===== src/rtl/mpeg_cfg_seq_if.sv =====
// Host command channel for the mpeg2video register sequencer.
// The host drives the command; the sequencer returns ready, done and error.
interface mpeg_cfg_seq_if;
    logic        cmd_valid;
    logic        cmd_ready;
    logic [1:0]  cmd_op;
    logic [31:0] cmd_data;
    logic        done;
    logic        timeout_err;

    modport master (
        output cmd_valid, cmd_op, cmd_data,
        input  cmd_ready, done, timeout_err
    );

    modport slave (
        input  cmd_valid, cmd_op, cmd_data,
        output cmd_ready, done, timeout_err
    );
endinterface


===== src/rtl/mpeg_cfg_seq.sv =====
// Register-programming sequencer for the mpeg2video decoder core.
// Runs INIT after reset, then serves INIT / FLUSH / SET_MODE host commands.
module mpeg_cfg_seq #(
    parameter logic [4:0]  CTRL_ADDR  = 5'd1,
    parameter logic [4:0]  INTR_ADDR  = 5'd3,
    parameter logic [4:0]  MODE_ADDR  = 5'd4,
    parameter logic [31:0] INIT_CTRL  = 32'h0000_0001,
    parameter logic [31:0] INTR_MASK  = 32'h0000_0000,
    parameter int unsigned FLUSH_BIT  = 1,
    parameter int unsigned WR_GAP     = 1,
    parameter int unsigned FLUSH_HOLD = 8,
    parameter logic [15:0] TIMEOUT    = 16'd4096
) (
    input  logic          sys_clk,
    input  logic          RESET_N,
    mpeg_cfg_seq_if.slave cmd,
    input  logic          busy,
    output logic [4:0]    reg_addr,
    output logic [31:0]   reg_dta_in,
    output logic          reg_wr_en,
    input  logic          stream_valid_in,
    output logic          stream_valid_out
);

    typedef enum logic [2:0] {
        IDLE, WRITE, GAP, DRAIN, HOLD, FIN
    } state_t;

    typedef enum logic [1:0] {
        OP_INIT, OP_FLUSH, OP_SET, OP_NOP
    } op_t;

    localparam logic [31:0] FLUSH_CTRL = INIT_CTRL | (32'd1 << FLUSH_BIT);

    state_t      state;
    op_t         op_q;
    logic [1:0]  step;
    logic [31:0] mode_q;
    logic        boot;
    logic        stream_en;
    logic        ready_q;
    logic        done_q;
    logic        err_q;
    logic [3:0]  gap_cnt;
    logic [7:0]  hold_cnt;
    logic [15:0] drain_cnt;
    logic        accept;

    assign accept           = cmd.cmd_valid & ready_q;
    assign cmd.cmd_ready    = ready_q;
    assign cmd.done         = done_q;
    assign cmd.timeout_err  = err_q;
    assign stream_valid_out = stream_valid_in & stream_en;

    function automatic logic [4:0] step_addr(op_t op, logic [1:0] s);
        if (op == OP_INIT)
            return (s == 2'd0) ? CTRL_ADDR :
                   (s == 2'd1) ? INTR_ADDR : MODE_ADDR;
        if (op == OP_SET)
            return MODE_ADDR;
        return CTRL_ADDR;
    endfunction

    function automatic logic [31:0] step_data(
        op_t op, logic [1:0] s, logic [31:0] m
    );
        if (op == OP_INIT)
            return (s == 2'd0) ? INIT_CTRL :
                   (s == 2'd1) ? INTR_MASK : m;
        if (op == OP_SET)
            return m;
        return (s == 2'd0) ? FLUSH_CTRL : INIT_CTRL;
    endfunction

    function automatic logic [1:0] last_step(op_t op);
        if (op == OP_INIT)
            return 2'd2;
        if (op == OP_FLUSH)
            return 2'd1;
        return 2'd0;
    endfunction

    always_ff @(posedge sys_clk or negedge RESET_N) begin
        if (!RESET_N) begin
            state      <= IDLE;
            op_q       <= OP_INIT;
            step       <= 2'd0;
            mode_q     <= 32'd0;
            boot       <= 1'b1;
            stream_en  <= 1'b0;
            ready_q    <= 1'b0;
            done_q     <= 1'b0;
            err_q      <= 1'b0;
            reg_wr_en  <= 1'b0;
            reg_addr   <= 5'd0;
            reg_dta_in <= 32'd0;
            gap_cnt    <= 4'd0;
            hold_cnt   <= 8'd0;
            drain_cnt  <= 16'd0;
        end else begin
            reg_wr_en <= 1'b0;
            done_q    <= 1'b0;
            unique case (state)
                IDLE: begin
                    if (boot) begin
                        boot       <= 1'b0;
                        op_q       <= OP_INIT;
                        step       <= 2'd0;
                        reg_wr_en  <= 1'b1;
                        reg_addr   <= CTRL_ADDR;
                        reg_dta_in <= INIT_CTRL;
                        state      <= WRITE;
                    end else if (accept) begin
                        ready_q <= 1'b0;
                        err_q   <= 1'b0;
                        op_q    <= op_t'(cmd.cmd_op);
                        step    <= 2'd0;
                        unique case (1'b1)
                            (cmd.cmd_op == OP_INIT): begin
                                mode_q     <= cmd.cmd_data;
                                reg_wr_en  <= 1'b1;
                                reg_addr   <= CTRL_ADDR;
                                reg_dta_in <= INIT_CTRL;
                                state      <= WRITE;
                            end
                            (cmd.cmd_op == OP_SET): begin
                                mode_q     <= cmd.cmd_data;
                                reg_wr_en  <= 1'b1;
                                reg_addr   <= MODE_ADDR;
                                reg_dta_in <= cmd.cmd_data;
                                state      <= WRITE;
                            end
                            (cmd.cmd_op == OP_FLUSH): begin
                                stream_en <= 1'b0;
                                drain_cnt <= 16'd0;
                                state     <= DRAIN;
                            end
                            default: begin
                                done_q <= 1'b1;
                                state  <= FIN;
                            end
                        endcase
                    end
                end
                WRITE: begin
                    if (op_q == OP_FLUSH && step == 2'd0) begin
                        hold_cnt <= 8'd0;
                        state    <= HOLD;
                    end else if (step == last_step(op_q)) begin
                        done_q <= 1'b1;
                        state  <= FIN;
                    end else if (WR_GAP == 0) begin
                        step       <= step + 2'd1;
                        reg_wr_en  <= 1'b1;
                        reg_addr   <= step_addr(op_q, step + 2'd1);
                        reg_dta_in <= step_data(op_q, step + 2'd1, mode_q);
                    end else begin
                        gap_cnt <= 4'd0;
                        state   <= GAP;
                    end
                end
                GAP: begin
                    if (gap_cnt == 4'(WR_GAP - 1)) begin
                        step       <= step + 2'd1;
                        reg_wr_en  <= 1'b1;
                        reg_addr   <= step_addr(op_q, step + 2'd1);
                        reg_dta_in <= step_data(op_q, step + 2'd1, mode_q);
                        state      <= WRITE;
                    end else begin
                        gap_cnt <= gap_cnt + 4'd1;
                    end
                end
                DRAIN: begin
                    // a stuck busy is treated as drained once the budget runs out
                    if (!busy || drain_cnt == TIMEOUT - 16'd1) begin
                        if (busy)
                            err_q <= 1'b1;
                        step       <= 2'd0;
                        reg_wr_en  <= 1'b1;
                        reg_addr   <= CTRL_ADDR;
                        reg_dta_in <= FLUSH_CTRL;
                        state      <= WRITE;
                    end else begin
                        drain_cnt <= drain_cnt + 16'd1;
                    end
                end
                HOLD: begin
                    if (hold_cnt == 8'(FLUSH_HOLD - 1)) begin
                        step       <= 2'd1;
                        reg_wr_en  <= 1'b1;
                        reg_addr   <= CTRL_ADDR;
                        reg_dta_in <= INIT_CTRL;
                        state      <= WRITE;
                    end else begin
                        hold_cnt <= hold_cnt + 8'd1;
                    end
                end
                FIN: begin
                    stream_en <= 1'b1;
                    ready_q   <= 1'b1;
                    state     <= IDLE;
                end
                default: state <= IDLE;
            endcase
        end
    end

endmodule


===== src/flat_wrapper.sv =====
// flat-port wrapper written by rule: the top's interface ports become plain ports
module mpeg_cfg_seq_flat 
#(
    parameter logic [4:0]  CTRL_ADDR  = 5'd1,
    parameter logic [4:0]  INTR_ADDR  = 5'd3,
    parameter logic [4:0]  MODE_ADDR  = 5'd4,
    parameter logic [31:0] INIT_CTRL  = 32'h0000_0001,
    parameter logic [31:0] INTR_MASK  = 32'h0000_0000,
    parameter int unsigned FLUSH_BIT  = 1,
    parameter int unsigned WR_GAP     = 1,
    parameter int unsigned FLUSH_HOLD = 8,
    parameter logic [15:0] TIMEOUT    = 16'd4096
)
  (sys_clk, RESET_N, busy, reg_addr, reg_dta_in, reg_wr_en, stream_valid_in, stream_valid_out, cmd_cmd_valid, cmd_cmd_op, cmd_cmd_data, cmd_cmd_ready, cmd_done, cmd_timeout_err);
  mpeg_cfg_seq_if cmd_i ();
  input  logic sys_clk;
  input  logic RESET_N;
  input  logic busy;
  output logic [4:0] reg_addr;
  output logic [31:0] reg_dta_in;
  output logic reg_wr_en;
  input  logic stream_valid_in;
  output logic stream_valid_out;
  input wire logic [$bits(cmd_i.cmd_valid)-1:0] cmd_cmd_valid;
  input wire logic [$bits(cmd_i.cmd_op)-1:0] cmd_cmd_op;
  input wire logic [$bits(cmd_i.cmd_data)-1:0] cmd_cmd_data;
  output wire logic [$bits(cmd_i.cmd_ready)-1:0] cmd_cmd_ready;
  output wire logic [$bits(cmd_i.done)-1:0] cmd_done;
  output wire logic [$bits(cmd_i.timeout_err)-1:0] cmd_timeout_err;
  assign cmd_i.cmd_valid = cmd_cmd_valid;
  assign cmd_i.cmd_op = cmd_cmd_op;
  assign cmd_i.cmd_data = cmd_cmd_data;
  assign cmd_cmd_ready = cmd_i.cmd_ready;
  assign cmd_done = cmd_i.done;
  assign cmd_timeout_err = cmd_i.timeout_err;
  mpeg_cfg_seq #(.CTRL_ADDR(CTRL_ADDR), .INTR_ADDR(INTR_ADDR), .MODE_ADDR(MODE_ADDR), .INIT_CTRL(INIT_CTRL), .INTR_MASK(INTR_MASK), .FLUSH_BIT(FLUSH_BIT), .WR_GAP(WR_GAP), .FLUSH_HOLD(FLUSH_HOLD), .TIMEOUT(TIMEOUT)) u_core (.sys_clk(sys_clk), .RESET_N(RESET_N), .cmd(cmd_i), .busy(busy), .reg_addr(reg_addr), .reg_dta_in(reg_dta_in), .reg_wr_en(reg_wr_en), .stream_valid_in(stream_valid_in), .stream_valid_out(stream_valid_out));
endmodule

===== config.mk =====
export PLATFORM = sky130hd
export DESIGN_NAME = mpeg_cfg_seq_flat
export DESIGN_NICKNAME = d
export VERILOG_FILES = /design/src/rtl/mpeg_cfg_seq_if.sv /design/src/rtl/mpeg_cfg_seq.sv /design/src/flat_wrapper.sv
export SDC_FILE = /design/constraint.sdc
export NUM_CORES = 1
export LEC_CHECK = 0
export ABC_CLOCK_PERIOD_IN_PS = 6330
export CORE_MARGIN = 5
export CORE_UTILIZATION = 58
export CTS_CLUSTER_SIZE = 8
export DETAILED_ROUTE_END_ITERATION = 12
export PLACE_DENSITY = 0.95
export SLEW_MARGIN = 10
export SYNTH_ARGS = -nofsm -noshare
export SYNTH_HDL_FRONTEND = slang
export SYNTH_SLANG_ARGS = --single-unit

===== constraint.sdc =====
create_clock -name sys_clk -period 6.33 [get_ports sys_clk]
set_input_delay 1.899 -clock sys_clk [delete_from_list [all_inputs] [get_ports sys_clk]]
set_output_delay 1.899 -clock sys_clk [all_outputs]
set_load 0.02 [all_outputs]

==> results.json, run 1 <==
{
  "critPathKind": "in -> out",
  "grt.total_usage_pct": 22.8,
  "wl_microns": 12400,
  "grt_setup_unrepaired": "false",
  "hold_buffers": 0,
  "cts.htree.levels": 3,
  "avgSynthCellArea_sq_um": 11.9,
  "grt_pass1_vias": 4102,
  "cts_buffer_depth": 2,
  "layout-drive-gt1-share_pct": 19.5,
  "diodes": 0,
  "post_cts_buffers": 0,
  "crit_path_start": "stream_valid_in",
  "gp_congestion": 0.854,
  "r2r_start": "u_core.state[2]$_DFFE_PN0P_",
  "die_area_sq_um": 11300,
  "cts_tree": "yes",
  "drcViolationCount": 0,
  "drv_slew": 0,
  "place_ws_ns": 1.36,
  "ys_ff_latch": 108,
  "r2r-end": "u_core.mode_q[10]$_DFFE_PN0P_",
  "wl_met3_microns": 724,
  "required_ns": 4.43,
  "synth_common_cells": "dfrtp_1 (107), mux2_2 (37), a22o_1 (31), mux2_4 (28), nor2_1 (25)",
  "route.top_layer_used": "met4",
  "clkTransAtPathRegs_ns": 0.09,
  "viasPerCell": 6.28,
  "skew_ns": 0.0201,
  "grt-ovfl-total": 0,
  "synth_edf_count": 0,
  "min_path_type": "reg -> reg",
  "dr.pass1.iters": 5,
  "final.fill_count": 586,
  "synth.most_common_cell": "dfrtp_1",
  "yosysTopAreaCell": "dfrtp_1",
  "fin_crit_sh_pct": 78.4,
  "setup_tns_ns": 0,
  "numCtsBuffers": 9,
  "synth.distinct_cells": 60,
  "area.sequential_sq_um": 2700,
  "antenna_found_initial": 0,
  "yosysSeqAreaShare_pct": 50.5,
  "synthArstFlopShare_pct": 100,
  "status": "complete, no violations",
  "clock-sinks": 108,
  "drtIter0Drc": 319,
  "synth_cells": 450,
  "timing.critical_path.to": "stream_valid_out",
  "reg2reg_slack_ns": 3.66,
  "power_density_nw_per_um2": 423,
  "syn_area_sq_um": 5360,
  "die_w_microns": 106,
  "nNetsFinal": 564,
  "grt_max_degree": 57,
  "rows": 35,
  "dp_hpwl_microns": 8510,
  "io_pins": 81,
  "max-cap-violations": 0,
  "arrival_ns": 3.06,
  "synth_top_area_share_pct": 50.0,
  "root_buffer": "clkbuf_8",
  "finalCriticalPeriod_ns": 4.96,
  "start_util_pct": 58.8,
  "cts_resized": 0,
  "io_buffers": 78,
  "die_h_microns": 106,
  "yosys_warnings": 0,
  "hold_viol_final": 0,
  "ant_nets": 0,
  "grt_pass1_wl_microns": 20400,
  "wl_met1_microns": 5020,
  "fin_ws_ns": 1.37,
  "wl_met2_microns": 6290,
  "worst_pin_slew_ns": 1.08,
  "final_core_util_pct": 69.6,
  "drt-wirelength-per-cell_microns": 19.6,
  "relSlewSlack_pct": 27.4,
  "coreArea_sq_um": 9110,
  "setup_viol": 0,
  "syn2layout_area_growth_pct": 18.4,
  "peakVddDrop_uv": 165,
  "dr_total_vias": 3977,
  "clkLatencyLatePin_ns": 0.38,
  "fmax_mhz": 202,
  "p_leak_nw": 2.86,
  "start_kind": "primary input",
  "multi_input_area_sq_um": 2460,
  "synth-main-ff-cell": "dfrtp_1",
  "worst_setup_path_end_kind": "output pin",
  "rr_worst_depth": 4,
  "crit_fanout": 1,
  "synthTopCellsByArea": "dfrtp_1 (50%), mux2_4 (7.8%), mux2_2 (7.8%)"
}
-- cell families after synthesis --
family          after synthesis  synth area share, %
simple gates                120                 12.9
buf+inv                      41                 3.90
fa+ha+maj                     7                 1.63
xor+xnor                      9                 1.47
other cells                   1               0.0700
flops                       108                 50.5
mux                          70                 16.6
compound gates               94                 13.0
-- placed cells by master, fill, tap and decap left out, types with 4 or more instances in the layout --
cell type	count
and2_1	6
xnor2_1	4
a31oi_1	13
a21oi_1	16
nor2_1	23
inv_1	17
dfrtp_1	107
nand4_1	7
nand2_1	23
clkdlybuf4s50_1	77
nand3_1	11
ha_1	7
o21ai_0	11
mux2_2	37
nand2b_1	7
a22o_1	31
clkbuf_8	9
xor2_1	5
and3_1	5
nor3_1	5
mux2_4	28
-- critical path, stage by stage --
cell	delay, ns
clkdlybuf4s50_1	0.45
and2_1	0.12
clkdlybuf4s50_1	0.59
-- worst min-delay path by stage --
stage,start,endpoint,slack (ns),cells after the start
6_report,u_core.mode_q[14]$_DFFE_PN0P_,u_core.mode_q[14]$_DFFE_PN0P_,0.50,1
5_1_grt,u_core.mode_q[14]$_DFFE_PN0P_,u_core.mode_q[14]$_DFFE_PN0P_,0.52,1
4_1_cts,u_core.mode_q[14]$_DFFE_PN0P_,u_core.mode_q[14]$_DFFE_PN0P_,0.50,1
3_5_place_dp,u_core.mode_q[14]$_DFFE_PN0P_,u_core.mode_q[14]$_DFFE_PN0P_,0.48,1
3_3_place_gp,u_core.mode_q[15]$_DFFE_PN0P_,u_core.mode_q[15]$_DFFE_PN0P_,0.47,1
2_1_floorplan,u_core.mode_q[14]$_DFFE_PN0P_,u_core.mode_q[14]$_DFFE_PN0P_,0.46,1
-- metal layers --
metal | track usage, % | vias to the layer above
li1 | - | 1773
met1 | 27.7 | 1995
met2 | 39.3 | 168
met3 | 5.71 | 41
met4 | 8.23 | 0
met5 | 0 | -
-- stage by stage --
step | hold slack (ns) | std cells | power, mW | area, sq um
2_1_floorplan | 0.459 | 451 | 1.85 | 5360
3_3_place_gp | 0.473 | 618 | 2.20 | 6160
3_5_place_dp | 0.483 | 618 | 2.28 | 6160
4_1_cts | 0.505 | 633 | 2.69 | 6340
5_1_grt | 0.522 | 633 | 2.82 | 6340
6_report | 0.504 | 633 | 2.68 | 6340
-- cell type report --
type,instances,share of cell area [%]
clock buffer,9,1.95
clock inverter,6,0.868
inverter,17,1.01
multi-input combinational,302,38.9
sequential,108,42.6
tap,111,2.19
timing repair buffer,80,12.5
-- report_power, final --
group / internal, mW / switching, mW
Sequential: 0.940 / 0.210
Clock: 0.150 / 0.248
Combinational: 0.598 / 0.535
Total: 1.69 / 0.994
-- flip-flops by register name (all words and copies together) (netlist names) --
signal and flops:
u_core.state 3, u_core.boot 1, u_core.stream_en 1, u_core.mode_q 32
u_core.gap_cnt 4, u_core.reg_addr 3, u_core.cmd.done 1, u_core.reg_wr_en 1
u_core.op_q 2, u_core.cmd.timeout_err 1, u_core.drain_cnt 16, u_core.cmd.cmd_ready 1
u_core.reg_dta_in 32, u_core.step 2, u_core.hold_cnt 8
No activity file was read; power rests on OpenSTA's default activity.
==> run 2, diff against run 1 <==
ABC_CLOCK_PERIOD_IN_PS = 4100   (was 6330)
CORE_UTILIZATION = 49   (was 58)
PLACE_DENSITY = 0.86   (was 0.95)
clock period = 4.1 ns   (was 6.33 ns; I/O delays follow)
==> run 2 against run 1 <==
Against the previous run:
- highest routed layer unchanged
- cell area is 1.6% higher
- total power rose by 54%
- setup slack got worse by 0.89 ns
- combinational power grew 53%
- critical endpoint unchanged
- sequential power is 52% higher
==> results.json, run 2 (synthesized netlist as in run 1, its figures left out) <==
{
  "die_h_microns": 115,
  "grt_pass1_vias": 3778,
  "numCtsBuffers": 9,
  "die_area_sq_um": 13100,
  "final_area_sq_um": 6450,
  "min_to": "u_core.reg_dta_in[1]$_DFFE_PN0P_",
  "io_pins": 81,
  "fmax_mhz": 276,
  "dr.pass1.iters": 4,
  "antenna_found_initial": 0,
  "critPathSlowestCell": "clkdlybuf4s50_1",
  "grt_setup_unrepaired": "false",
  "reg2reg_slack_ns": 1.78,
  "crit_path_frequent_cell": "clkdlybuf4s50_1",
  "path_cells": "clkdlybuf4s50_1 -> and2_1 -> clkdlybuf4s50_1",
  "fin_crit_sh_pct": 88.4,
  "diodes": 0,
  "post_cts_buffers": 0,
  "p_leak_nw": 2.90,
  "drt-wirelength-per-cell_microns": 16.9,
  "critical_path_buf_inv_count": 2,
  "root_buffer": "clkbuf_8",
  "dr_total_vias": 3830,
  "io_buffers": 78,
  "peakVddDrop_uv": 307,
  "arrival_ns": 2.39,
  "cts_resized": 0,
  "clkLatencyLatePin_ns": 0.37,
  "status": "complete, no violations",
  "gp_congestion": 0.827,
  "finalCriticalPeriod_ns": 3.62,
  "slowest_delay_ns": 0.60,
  "switching_share_pct": 36.0,
  "die_w_microns": 115,
  "cts_tree": "yes",
  "grt.total_usage_pct": 17.7,
  "rows": 38,
  "fin_ws_ns": 0.477,
  "start_kind": "primary input",
  "r2r-end": "u_core.hold_cnt[7]$_DFFE_PN0P_",
  "hold_buffers": 0,
  "drcViolationCount": 0,
  "area.sequential_sq_um": 2700,
  "clock-sinks": 108,
  "p_seq_share_pct": 42.3,
  "viasPerCell": 5.73,
  "grt-ovfl-total": 0,
  "final.fill_count": 852,
  "required_ns": 2.87,
  "p_int_mw": 2.64,
  "combPwrFrac_pct": 41.9,
  "hold_viol_final": 0,
  "p_clk_share_pct": 15.7,
  "min_path_type": "reg -> reg",
  "dp_hpwl_microns": 7900,
  "drv_slew": 0,
  "place_ws_ns": 0.481,
  "setup_viol": 0,
  "top_regs": "u_core.mode_q: 32 flops, u_core.reg_dta_in: 32 flops, u_core.drain_cnt: 16 flops",
  "grt_max_degree": 91,
  "cts_buffer_depth": 2,
  "power_density_nw_per_um2": 640,
  "coreArea_sq_um": 10800,
  "worst_pin_slew_ns": 0.824,
  "wl_microns": 11300,
  "crit_fanout": 1,
  "finalPower_mw": 4.13,
  "cts.htree.levels": 3,
  "critPathKind": "in -> out",
  "worst_setup_path_end_kind": "output pin",
  "placed_area_sq_um": 6240,
  "ant_nets": 0,
  "multi_input_area_sq_um": 2450,
  "syn2layout_area_growth_pct": 20.3,
  "max-cap-violations": 0,
  "grt_pass1_wl_microns": 18900,
  "skew_ns": 0.0132,
  "rr_worst_depth": 5,
  "min-delay-start": "u_core.reg_dta_in[1]$_DFFE_PN0P_",
  "layout-drive-gt1-share_pct": 20.3,
  "clkTransAtPathRegs_ns": 0.10,
  "nNetsFinal": 569,
  "final_common_cell": "dfrtp_1",
  "relSlewSlack_pct": 45.1,
  "drtIter0Drc": 280,
  "final_cell_mix": "dfrtp_1 (107), clkdlybuf4s50_1 (77), mux2_2 (37)",
  "whs_path_depth": 1,
  "switchingPower_mw": 1.48,
  "hold-worst-slack_ns": 0.516,
  "start_util_pct": 49.6,
  "r2r_start": "u_core.state[2]$_DFFE_PN0P_",
  "crit_family": "buffers and inverters",
  "setup_tns_ns": 0
}
[run 2: changes by cell type in the layout (fill, tap and decap cells not counted), sizes merged]
cell	previous run	this run
buf	3	8
clkbuf	9	10
[run 2: power by group through the flow]
stage	registers, mW	logic, mW	clock network [mW]
2_1_floorplan	1.89	0.960	0
3_3_place_gp	1.74	1.68	0
3_5_place_dp	1.77	1.73	0
4_1_cts	1.74	1.74	0.669
5_1_grt	1.80	1.86	0.713
6_report	1.75	1.73	0.648
[run 2: per-layer routing]
metal	part of all wire [%]	up-vias	global-route usage, %
li1	-	1793	-
met3	6.7	12	3.54
met4	1.1	0	5.62
met5	0	-	0
met1	46	1899	24.7
met2	47	126	27.9
[run 2: cell type report]
type                       instances  area share, %
clock buffer                      10           2.14
clock inverter                     6           1.01
inverter                          17          0.990
multi-input combinational        302           38.1
sequential                       108           41.9
tap                              140           2.72
timing repair buffer              85           13.1
[run 2: worst max path at each step]
| stage | end | startpoint | cells past startpoint | slack, ns |
|---|---|---|---|---|
| floorplan | stream_valid_out | stream_valid_in | 1 | 1.42 |
| global placement | stream_valid_out | stream_valid_in | 3 | 0.47 |
| detailed placement | stream_valid_out | stream_valid_in | 3 | 0.48 |
| CTS | stream_valid_out | stream_valid_in | 3 | 0.47 |
| global route | stream_valid_out | stream_valid_in | 3 | 0.46 |
| finish | stream_valid_out | stream_valid_in | 3 | 0.48 |
[run 2: through the flow]
step / instances / util (%)
after detailed placement: 652 / 57.8
after floorplan: 451 / -
after global placement: 652 / 57.8
after global routing: 668 / 59.7
final: 668 / 59.7
after CTS: 668 / 59.7
